[src/rtl/lcd_pkg.sv]
// Shared constants, state encodings and small helpers for the HD44780 refresh sequencer.
package lcd_pkg;

    localparam logic [7:0] LCD_FUNC_SET = 8'h38;
    localparam logic [7:0] LCD_DISP_ON  = 8'h0C;
    localparam logic [7:0] LCD_CLEAR    = 8'h01;
    localparam logic [7:0] LCD_ENTRY    = 8'h06;
    localparam logic [7:0] LCD_ROW0     = 8'h80;
    localparam logic [7:0] LCD_ROW1     = 8'hC0;

    // Wide enough for the 20 ms power-on wait at 50 MHz.
    localparam int CNT_W = 20;

    typedef enum logic [2:0] {
        PWR_WAIT,
        INIT,
        IDLE,
        ADDR1,
        ROW1,
        ADDR2,
        ROW2
    } lcd_state_t;

    typedef enum logic [1:0] {
        WR_IDLE,
        WR_SETUP,
        WR_PULSE,
        WR_WAIT
    } wr_phase_t;

    function automatic logic [7:0] init_byte(input logic [1:0] step);
        logic [7:0] b;
        case (step)
            2'd0:    b = LCD_FUNC_SET;
            2'd1:    b = LCD_DISP_ON;
            2'd2:    b = LCD_CLEAR;
            default: b = LCD_ENTRY;
        endcase
        return b;
    endfunction

    // Character 0 lives in the top byte of the packed line.
    function automatic logic [7:0] char_at(input logic [127:0] line, input logic [3:0] idx);
        logic [127:0] sh;
        sh = line << {idx, 3'b000};
        return sh[127:120];
    endfunction

endpackage

[src/rtl/lcd_byte_writer.sv]
// Drives one byte onto the panel: one setup cycle, an E pulse, then the post-byte wait.
// done is high when a new start can be accepted, including the last wait cycle.
module lcd_byte_writer
    import lcd_pkg::*;
#(
    parameter int E_PULSE_CYC    = 12,
    parameter int CMD_WAIT_CYC   = 2500,
    parameter int CLEAR_WAIT_CYC = 100000
) (
    input  logic       clk,
    input  logic       reset,
    input  logic       start,
    input  logic       is_cmd,
    input  logic [7:0] data,
    output logic       done,
    output logic       lcd_e,
    output logic       lcd_rs,
    output logic [7:0] lcd_data
);

    wr_phase_t        phase;
    logic [CNT_W-1:0] cnt;
    logic             is_clear;

    assign done = (phase == WR_IDLE) || ((phase == WR_WAIT) && (cnt == '0));

    always_ff @(posedge clk or posedge reset) begin
        if (reset) begin
            phase    <= WR_IDLE;
            cnt      <= '0;
            is_clear <= 1'b0;
            lcd_e    <= 1'b0;
            lcd_rs   <= 1'b0;
            lcd_data <= 8'h00;
        end else if (start && done) begin
            lcd_data <= data;
            lcd_rs   <= ~is_cmd;
            is_clear <= is_cmd && (data == LCD_CLEAR);
            phase    <= WR_SETUP;
        end else begin
            case (phase)
                WR_SETUP: begin
                    lcd_e <= 1'b1;
                    cnt   <= CNT_W'(E_PULSE_CYC - 1);
                    phase <= WR_PULSE;
                end
                WR_PULSE: begin
                    if (cnt == '0) begin
                        lcd_e <= 1'b0;
                        cnt   <= is_clear ? CNT_W'(CLEAR_WAIT_CYC - 1) : CNT_W'(CMD_WAIT_CYC - 1);
                        phase <= WR_WAIT;
                    end else begin
                        cnt <= cnt - 1'b1;
                    end
                end
                WR_WAIT: begin
                    if (cnt == '0) phase <= WR_IDLE;
                    else           cnt   <= cnt - 1'b1;
                end
                default: phase <= WR_IDLE;
            endcase
        end
    end

endmodule

[src/rtl/lcd_refresh_ctrl.sv]
// 2x16 HD44780 sequencer: power-on init, then snapshots both rows and streams them on request.
//   state    | meaning
//   PWR_WAIT | counting down the power-on delay
//   INIT     | init command idx in flight
//   IDLE     | panel up to date, waiting for refresh
//   ADDR1    | row 0 address command in flight
//   ROW1     | row 0 char idx in flight
//   ADDR2    | row 1 address command in flight
//   ROW2     | row 1 char idx in flight
module lcd_refresh_ctrl
    import lcd_pkg::*;
#(
    parameter int E_PULSE_CYC      = 12,
    parameter int CMD_WAIT_CYC     = 2500,
    parameter int CLEAR_WAIT_CYC   = 100000,
    parameter int POWERON_WAIT_CYC = 1000000
) (
    input  logic         clk,
    input  logic         reset,
    input  logic [127:0] line1_chars,
    input  logic [127:0] line2_chars,
    input  logic         refresh,
    output logic         ready,
    output logic         busy,
    output logic         lcd_e,
    output logic         lcd_rs,
    output logic         lcd_rw,
    output logic [7:0]   lcd_data
);

    lcd_state_t       state, next_state;
    logic [3:0]       idx;
    logic [CNT_W-1:0] pwr_cnt;
    logic [127:0]     snap1, snap2;
    logic             pending;
    logic             wr_done;
    logic             issue, issue_cmd, frame_start;
    logic [7:0]       issue_byte;

    assign lcd_rw = 1'b0;

    // Each transition issues the next byte in the same edge, so bytes are back to back.
    always_comb begin
        issue       = 1'b0;
        issue_cmd   = 1'b1;
        issue_byte  = 8'h00;
        frame_start = 1'b0;
        next_state  = state;
        case (state)
            PWR_WAIT: if (pwr_cnt == '0) begin
                issue      = 1'b1;
                issue_byte = init_byte(2'd0);
                next_state = INIT;
            end
            INIT: if (wr_done) begin
                issue = 1'b1;
                if (idx == 4'd3) begin
                    frame_start = 1'b1;
                    issue_byte  = LCD_ROW0;
                    next_state  = ADDR1;
                end else begin
                    issue_byte = init_byte(idx[1:0] + 2'd1);
                end
            end
            IDLE: if (refresh) begin
                issue       = 1'b1;
                frame_start = 1'b1;
                issue_byte  = LCD_ROW0;
                next_state  = ADDR1;
            end
            ADDR1: if (wr_done) begin
                issue      = 1'b1;
                issue_cmd  = 1'b0;
                issue_byte = char_at(snap1, 4'd0);
                next_state = ROW1;
            end
            ROW1: if (wr_done) begin
                issue = 1'b1;
                if (idx == 4'd15) begin
                    issue_byte = LCD_ROW1;
                    next_state = ADDR2;
                end else begin
                    issue_cmd  = 1'b0;
                    issue_byte = char_at(snap1, idx + 4'd1);
                end
            end
            ADDR2: if (wr_done) begin
                issue      = 1'b1;
                issue_cmd  = 1'b0;
                issue_byte = char_at(snap2, 4'd0);
                next_state = ROW2;
            end
            ROW2: if (wr_done) begin
                if (idx != 4'd15) begin
                    issue      = 1'b1;
                    issue_cmd  = 1'b0;
                    issue_byte = char_at(snap2, idx + 4'd1);
                end else if (pending || refresh) begin
                    issue       = 1'b1;
                    frame_start = 1'b1;
                    issue_byte  = LCD_ROW0;
                    next_state  = ADDR1;
                end else begin
                    next_state = IDLE;
                end
            end
            default: next_state = PWR_WAIT;
        endcase
    end

    always_ff @(posedge clk or posedge reset) begin
        if (reset) begin
            state   <= PWR_WAIT;
            idx     <= 4'd0;
            pwr_cnt <= CNT_W'(POWERON_WAIT_CYC - 1);
            snap1   <= '0;
            snap2   <= '0;
            pending <= 1'b0;
            ready   <= 1'b0;
            busy    <= 1'b1;
        end else begin
            state <= next_state;
            busy  <= (next_state != IDLE);
            if (state == PWR_WAIT && pwr_cnt != '0)
                pwr_cnt <= pwr_cnt - 1'b1;
            if (issue)
                idx <= (next_state == state) ? idx + 4'd1 : 4'd0;
            if (frame_start) begin
                snap1 <= line1_chars;
                snap2 <= line2_chars;
            end
            if (state == INIT && frame_start)
                ready <= 1'b1;
            // The automatic first frame does not consume a request made during init.
            if (frame_start && state != INIT)
                pending <= 1'b0;
            else if (refresh)
                pending <= 1'b1;
        end
    end

    lcd_byte_writer #(
        .E_PULSE_CYC    (E_PULSE_CYC),
        .CMD_WAIT_CYC   (CMD_WAIT_CYC),
        .CLEAR_WAIT_CYC (CLEAR_WAIT_CYC)
    ) u_writer (
        .clk      (clk),
        .reset    (reset),
        .start    (issue),
        .is_cmd   (issue_cmd),
        .data     (issue_byte),
        .done     (wr_done),
        .lcd_e    (lcd_e),
        .lcd_rs   (lcd_rs),
        .lcd_data (lcd_data)
    );

endmodule
[config.mk]
export PLATFORM = sky130hd
export DESIGN_NAME = lcd_refresh_ctrl
export DESIGN_NICKNAME = d
export VERILOG_FILES = /design/src/rtl/lcd_pkg.sv /design/src/rtl/lcd_byte_writer.sv /design/src/rtl/lcd_refresh_ctrl.sv
export SDC_FILE = /design/constraint.sdc
export NUM_CORES = 1
export LEC_CHECK = 0
export CAP_MARGIN = 20
export CORE_UTILIZATION = 53
export DETAILED_ROUTE_END_ITERATION = 10
export PLACE_DENSITY = 0.8
export SYNTH_ARGS = -nofsm -noshare
export SYNTH_HDL_FRONTEND = slang
export SYNTH_SLANG_ARGS = --single-unit
[constraint.sdc]
create_clock -name clk -period 15.5 [get_ports clk]
set_clock_uncertainty 0.1 [all_clocks]
set_input_delay 3.875 -clock clk [delete_from_list [all_inputs] [get_ports clk]]
set_output_delay 3.875 -clock clk [all_outputs]
set_load 0.005 [all_outputs]
**Word-level counts from Yosys, hierarchy flattened**

Index checks and enable logic that the tools add are counted.

- Register bits after elaboration: 319
- Input bits: 259

- Add/sub/neg operators: 4
- Equal/unequal tests: 22
- Shift-type cells: 2
- Mux-type cells: 56
- Bitwise logic cells: 2
- Reductions and logical operators: 22

Operators with widths:

| kind | count |
|---|---|
| << shifter 128 x 7 -> 128 bit | 2 |
| 2-to-1 mux 8 bit | 10 |
| one-hot mux 20 bit (3 select lines) | 1 |
| one-hot mux 8 bit (7 select lines) | 1 |
| zero test 20 bit | 2 |
| 2-to-1 mux 20 bit | 2 |
| subtractor 20 x 1 -> 20 bit, second input constant | 2 |
| 2-to-1 mux 3 bit | 10 |
| one-hot mux 3 bit (7 select lines) | 1 |
| nonzero test 20 bit | 1 |
| 2-to-1 mux 1 bit | 19 |
| one-hot mux 6 bit (3 select lines) | 1 |
| 2-to-1 mux 17 bit | 1 |
| equality test 3 bit, second input constant | 3 |
| equality test 8 x 1 -> 1 bit, second input constant | 1 |
| equality test 2 bit, second input constant | 3 |
| equality test 3 x 2 -> 1 bit, second input constant | 2 |
| logical AND 1 bit | 6 |
| 2-to-1 mux 2 bit | 3 |
| 2-to-1 mux 6 bit | 1 |
| inequality test 3 x 1 -> 1 bit, second input constant | 2 |
| one-hot mux 1 bit (3 select lines) | 2 |
| one-hot mux 2 bit (3 select lines) | 1 |
| AND reduction 3 bit | 2 |
| 24 further kinds | 29 |

**Longest topological paths before layout**

- Depth after elaboration: 8
- Mapped depth: 17
- Depth with buffers taken out: 10

**Cells and area by module**

Synthesis repeated with hierarchy kept, for this count alone.

- Cells, all modules: 1104
- Area total of the unflattened synthesis: 15329.7 um^2

By module, submodules not included:

| module | instances | cells an instance | area each (um^2) | seq. area each (um^2) |
|---|---|---|---|---|
| lcd_refresh_ctrl | 1 | 903 | 13309.0 | 7173.1 |
| lcd_byte_writer | 1 | 201 | 2020.7 | 825.8 |

**Worst setup path after synthesis**

Ideal clock, no wire load.

- Path type: input-to-reg
- Start: input port refresh
- End: register u_writer.is_clear
- Library setup time: 0.095 ns
- Data arrival time: 5.405 ns
- Path slack: 9.900 ns
- Cell stages on the path: 7
- Buffers on the path: 0
- Cell sequence: nor2_1 a21oi_1 a32oi_1 o2111ai_1 and3b_1 or4_1 o32ai_2

- Longest elaborated chain between the ends: 7
- Elaborated cells between the ends (all ways): 14
- Those cells by class: 1 x eq/ne; 10 x mux; 3 x reduce/logical

RTL lines:

| item | line | RTL |
|---|---|---|
| start, declared | lcd_refresh_ctrl.sv:22 | `input logic refresh,` |
| logical OR 1 bit | lcd_refresh_ctrl.sv:98 | `end else if (pending \|\| refresh) begin` |
| 2-to-1 mux 8 bit | lcd_refresh_ctrl.sv:98 |  |
| 2-to-1 mux 8 bit | lcd_refresh_ctrl.sv:94 | `if (idx != 4'd15) begin` |
| 2-to-1 mux 8 bit | lcd_refresh_ctrl.sv:93 | `ROW2: if (wr_done) begin` |
| one-hot mux 8 bit (7 select lines) | lcd_refresh_ctrl.sv:49 | `case (state)` |
| equality test 8 x 1 -> 1 bit | lcd_byte_writer.sv:38 | `is_clear <= is_cmd && (data == LCD_CLEAR);` |
| logical AND 1 bit | lcd_byte_writer.sv:38 |  |
| end signal, assigned | lcd_byte_writer.sv:38 |  |
| end, declared | lcd_byte_writer.sv:23 | `logic is_clear;` |

Several ways; a longest one is shown, not always the timed one.
A chain may end at the register's enable or synchronous reset.

**Worst setup path after layout**

- Start: input port refresh
- End: register snap2[52]

- Longest elaborated chain between the ends: 5
- Elaborated cells between the ends (all ways): 6
- Those cells by class: 5 x mux; 1 x reduce/logical

RTL lines:

| item | line | RTL |
|---|---|---|
| logical OR 1 bit | lcd_refresh_ctrl.sv:98 |  |
| 2-to-1 mux 1 bit | lcd_refresh_ctrl.sv:98 |  |
| 2-to-1 mux 1 bit | lcd_refresh_ctrl.sv:94 |  |
| 2-to-1 mux 1 bit | lcd_refresh_ctrl.sv:93 |  |
| one-hot mux 1 bit (3 select lines) (*) | lcd_refresh_ctrl.sv:49 |  |
| end signal, assigned | lcd_refresh_ctrl.sv:130 | `snap2 <= line2_chars;` |
| end, declared | lcd_refresh_ctrl.sv:34 | `logic [127:0] snap1, snap2;` |

Every way passes the cells marked *; elsewhere a longest branch is shown, timed or not.

==> impl_metrics.csv <==
group,metric,value,unit
synthesis,synth_nets,1436,
clock_tree,cts.reportedPaths.clkPinSlew,0.06,ns
clock_tree,cts_tree,"built",
route,drt_pass1_iterations,5,
finish,post-route-util,69.2,%
synthesis,synth_compound_area_share,6.21,%
timing,max_freq,148,MHz
power_and_ir_drop,p_leak,0.00902,uW
synthesis,synth_fa_ha_area_share,0.815,%
worst_setup_path,critPathSlowestCell,"buf_4",
synthesis,ys_top_cells_by_count,"dfrtp_1 (306), mux2_2 (259), nand2_1 (71)",
timing,rsz0062_at_grt,"no",
placed_design,dp_slack,8.37,ns
synthesis,synth_area_per_cell,13.2,um2
timing,fin_setup_tns,0,ns
global_route,grt_max_degree,184,
placed_design,io_buffers,270,
global_route,grt_pass1_vias,11213,
synthesis,synth_top_area_cell,"dfrtp_1",
clock_tree,insertion_delay,0.53,ns
power_and_ir_drop,finalPower,1770,uW
global_route,grt_pass1_wl,61600,um
global_route,track_usage,27.7,%
synthesis,yosysMostFrequentCell,"dfrtp_1",
clock_tree,post_cts_resized,0,
floorplan,die_area,29600,um2
route,num_vias,10631,
timing,worstMarginPinSlew,1.14,ns
timing,min_period,6.75,ns
worst_setup_path,cp.arrival,7.06,ns
finish,register_area,8000,um2
timing,slew_headroom,24.1,%
global_route,antenna_found_initial,3,
timing,setup_viol_count_final,0,
finish,multi_input_comb_area,6950,um2
worst_setup_path,cp.required,15.81,ns
power_and_ir_drop,ir_drop,0.0771,mV
synthesis,ys_seq_area_share,52.1,%
clock_tree,cts_hold_buf,0,
run,maxCapViolations,0,
floorplan,core_area,28200,um2
route,wl_per_cell,21.9,um
synthesis,synthTopCellsByArea,"dfrtp_1 (50%), mux2_2 (19%), mux4_2 (7.9%), dfstp_2 (2.2%), nand2_1 (1.7%)",
clock_tree,cts_buffer_depth,3,
clock_tree,cts_setup_buffers,0,
synthesis,netlist_instances,1167,
synthesis,synth_top_family_by_area,"multiplexers",
floorplan,std_cell_rows,61,
synthesis,synthArstFlopShare,100,%
timing,drv_slew,0,
synthesis,synth_xor_area_share,1.71,%
synthesis,yosysWarnings,0,
synthesis,muxShareOfSynthArea,28.9,%
synthesis,synth_flop_cell,"dfrtp_1",
route,routed_wl,39800,um
timing,setup_ws,8.75,ns
route,route.detailed.drc,0,
finish,drive_gt1_share,28.8,%
synthesis,synthesis.area,15300,um2
finish,fin_nets,1682,
route,viasPerCell,5.84,
clock_tree,htreeDepth,2,
timing,whs,0.359,ns
clock_tree,cts_made_buffers,35,
route,drt_iter0_drc,947,
floorplan,die-width,172,um
worst_setup_path,worstPathMaxFanout,183,
timing,finalHoldViolCount,0,
worst_hold_path,hold_path_class,"register to register",
floorplan,die_h,172,um
floorplan,start_util,54.5,%
synthesis,synth_edf_count,0,
clock_tree,clock-sinks,319,
worst_setup_path,start_kind,"input pin",
synthesis,synthSimpleGateAreaFrac,7.42,%
worst_setup_path,slowest_delay,0.87,ns
finish,fillCellCount,1952,
synthesis,synth_top_area_share,49.9,%
placed_design,dp_hpwl,28000,um
worst_setup_path,crit_type,"input pin to register",
global_route,gr-total-overflow,0,
worst_setup_path,worstSetupEndpointType,"register",
finish,area_growth,27.1,%
floorplan,io_pins,272,
synthesis,ys_seq_elements,319,
placed_design,gp_congestion,0.899,
synthesis,synth_cell_types,75,
power_and_ir_drop,pwr_density_cell,90.7,nW/um2
clock_tree,cts-root-buf,"clkbuf_16",
worst_setup_path,crit_chain,"clkdlybuf4s50_1 -> o21ai_0 -> o21bai_1 -> a21oi_4 -> buf_12 -> buf_4 -> mux2_2",
outcome,status,"finished, final reports clean",
timing,post-route-period-util,43.5,%
route,final_antenna_net_count,0,
[through the flow]
step / cells / cell area, um2
floorplan: 1167 / 15300
global placement: 1754 / 18300
detailed placement: 1754 / 18300
CTS: 1817 / 19500
global route: 1819 / 19500
finish: 1819 / 19500
[per-layer routing]
metal,global-route usage [%],vias to the layer above,routed length [um]
met3,8.38,63,3560
met4,8.08,2,924
met1,34.4,5382,15500
met5,0,-,13
met2,46.7,402,19800
li1,-,4782,-
[critical path: cells and delay by family]
| kind | cells | cell delay, ns |
|---|---|---|
| AO/OA/AOI/OAI | 3 | 0.50 |
| buffers and inverters | 3 | 1.87 |
| multiplexers | 1 | 0.43 |
[final timing paths]
| kind | from | endpoint | slack [ns] | cells past startpoint |
|---|---|---|---|---|
| hold reg to reg | pwr_cnt[2] | pwr_cnt[2] | 0.36 | 2 |
| setup reg to reg | idx[0] | u_writer.is_clear | 10.76 | 10 |
| max in group asynchronous | reset | snap1[60] | 9.32 | 4 |
| min in group asynchronous | reset | snap1[109] | 3.85 | 2 |
| setup / recovery | refresh | snap2[52] | 8.75 | 7 |
| hold / removal | pwr_cnt[2] | pwr_cnt[2] | 0.36 | 2 |
[cells in the final DEF, fill, tap and decap left out, drive strengths merged, types with 5 or more instances in the layout]
| cell type | instances |
|---|---|
| dfrtp | 306 |
| xor2 | 15 |
| mux2 | 259 |
| or3 | 5 |
| clkbuf | 53 |
| xnor2 | 12 |
| nor4 | 9 |
| nand4 | 5 |
| a21oi | 51 |
| clkdlybuf4s50 | 270 |
| a22oi | 5 |
| nand2b | 9 |
| ha | 10 |
| a31oi | 8 |
| buf | 10 |
| inv | 21 |
| nor2 | 56 |
| dfstp | 13 |
| nand3 | 25 |
| o21ai | 39 |
| mux2i | 25 |
| and3 | 5 |
| clkinv | 5 |
| nor3 | 22 |
| nand2 | 71 |
| mux4 | 56 |
[layout make-up]
type / count / share of cell area [%]
Tap cell: 378 / 2.43
Multi-Input combinational cell: 757 / 35.7
Clock inverter: 10 / 0.764
Antenna cell: 2 / 0.0257
Clock buffer: 53 / 5.36
Inverter: 20 / 0.424
Sequential cell: 319 / 41.0
Timing Repair Buffer: 280 / 14.3
[power breakdown]
group | internal [uW] | leakage, uW | total, uW | switching [uW]
clock | 519 | 0.000584 | 851 | 332
combinational | 57.4 | 0.00412 | 84.5 | 27.0
sequential | 833 | 0.00431 | 833 | 0.00000000000000365
total | 1410 | 0.00902 | 1770 | 359
[state kept, by name (all words and copies together) (netlist names)]
| register | flops |
|---|---|
| u_writer.lcd_e | 1 |
| ready | 1 |
| u_writer.lcd_data | 8 |
| u_writer.phase | 2 |
| u_writer.cnt | 20 |
| busy | 1 |
| pwr_cnt | 20 |
| u_writer.lcd_rs | 1 |
| u_writer.is_clear | 1 |
| snap1 | 128 |
| pending | 1 |
| state | 3 |
| idx | 4 |
| snap2 | 128 |
[kinds of logic (layout without fill, tap and decap cells)]
| kind of cell | count (synthesis) | in the layout |
|---|---|---|
| compound gates | 149 | 149 |
| xor+xnor | 27 | 27 |
| fa+ha+maj | 10 | 10 |
| buf+inv | 91 | 363 |
| flops | 319 | 319 |
| mux | 340 | 340 |
| other cells | 1 | 3 |
| simple gates | 230 | 230 |
(Power assumes the default switching activity.)
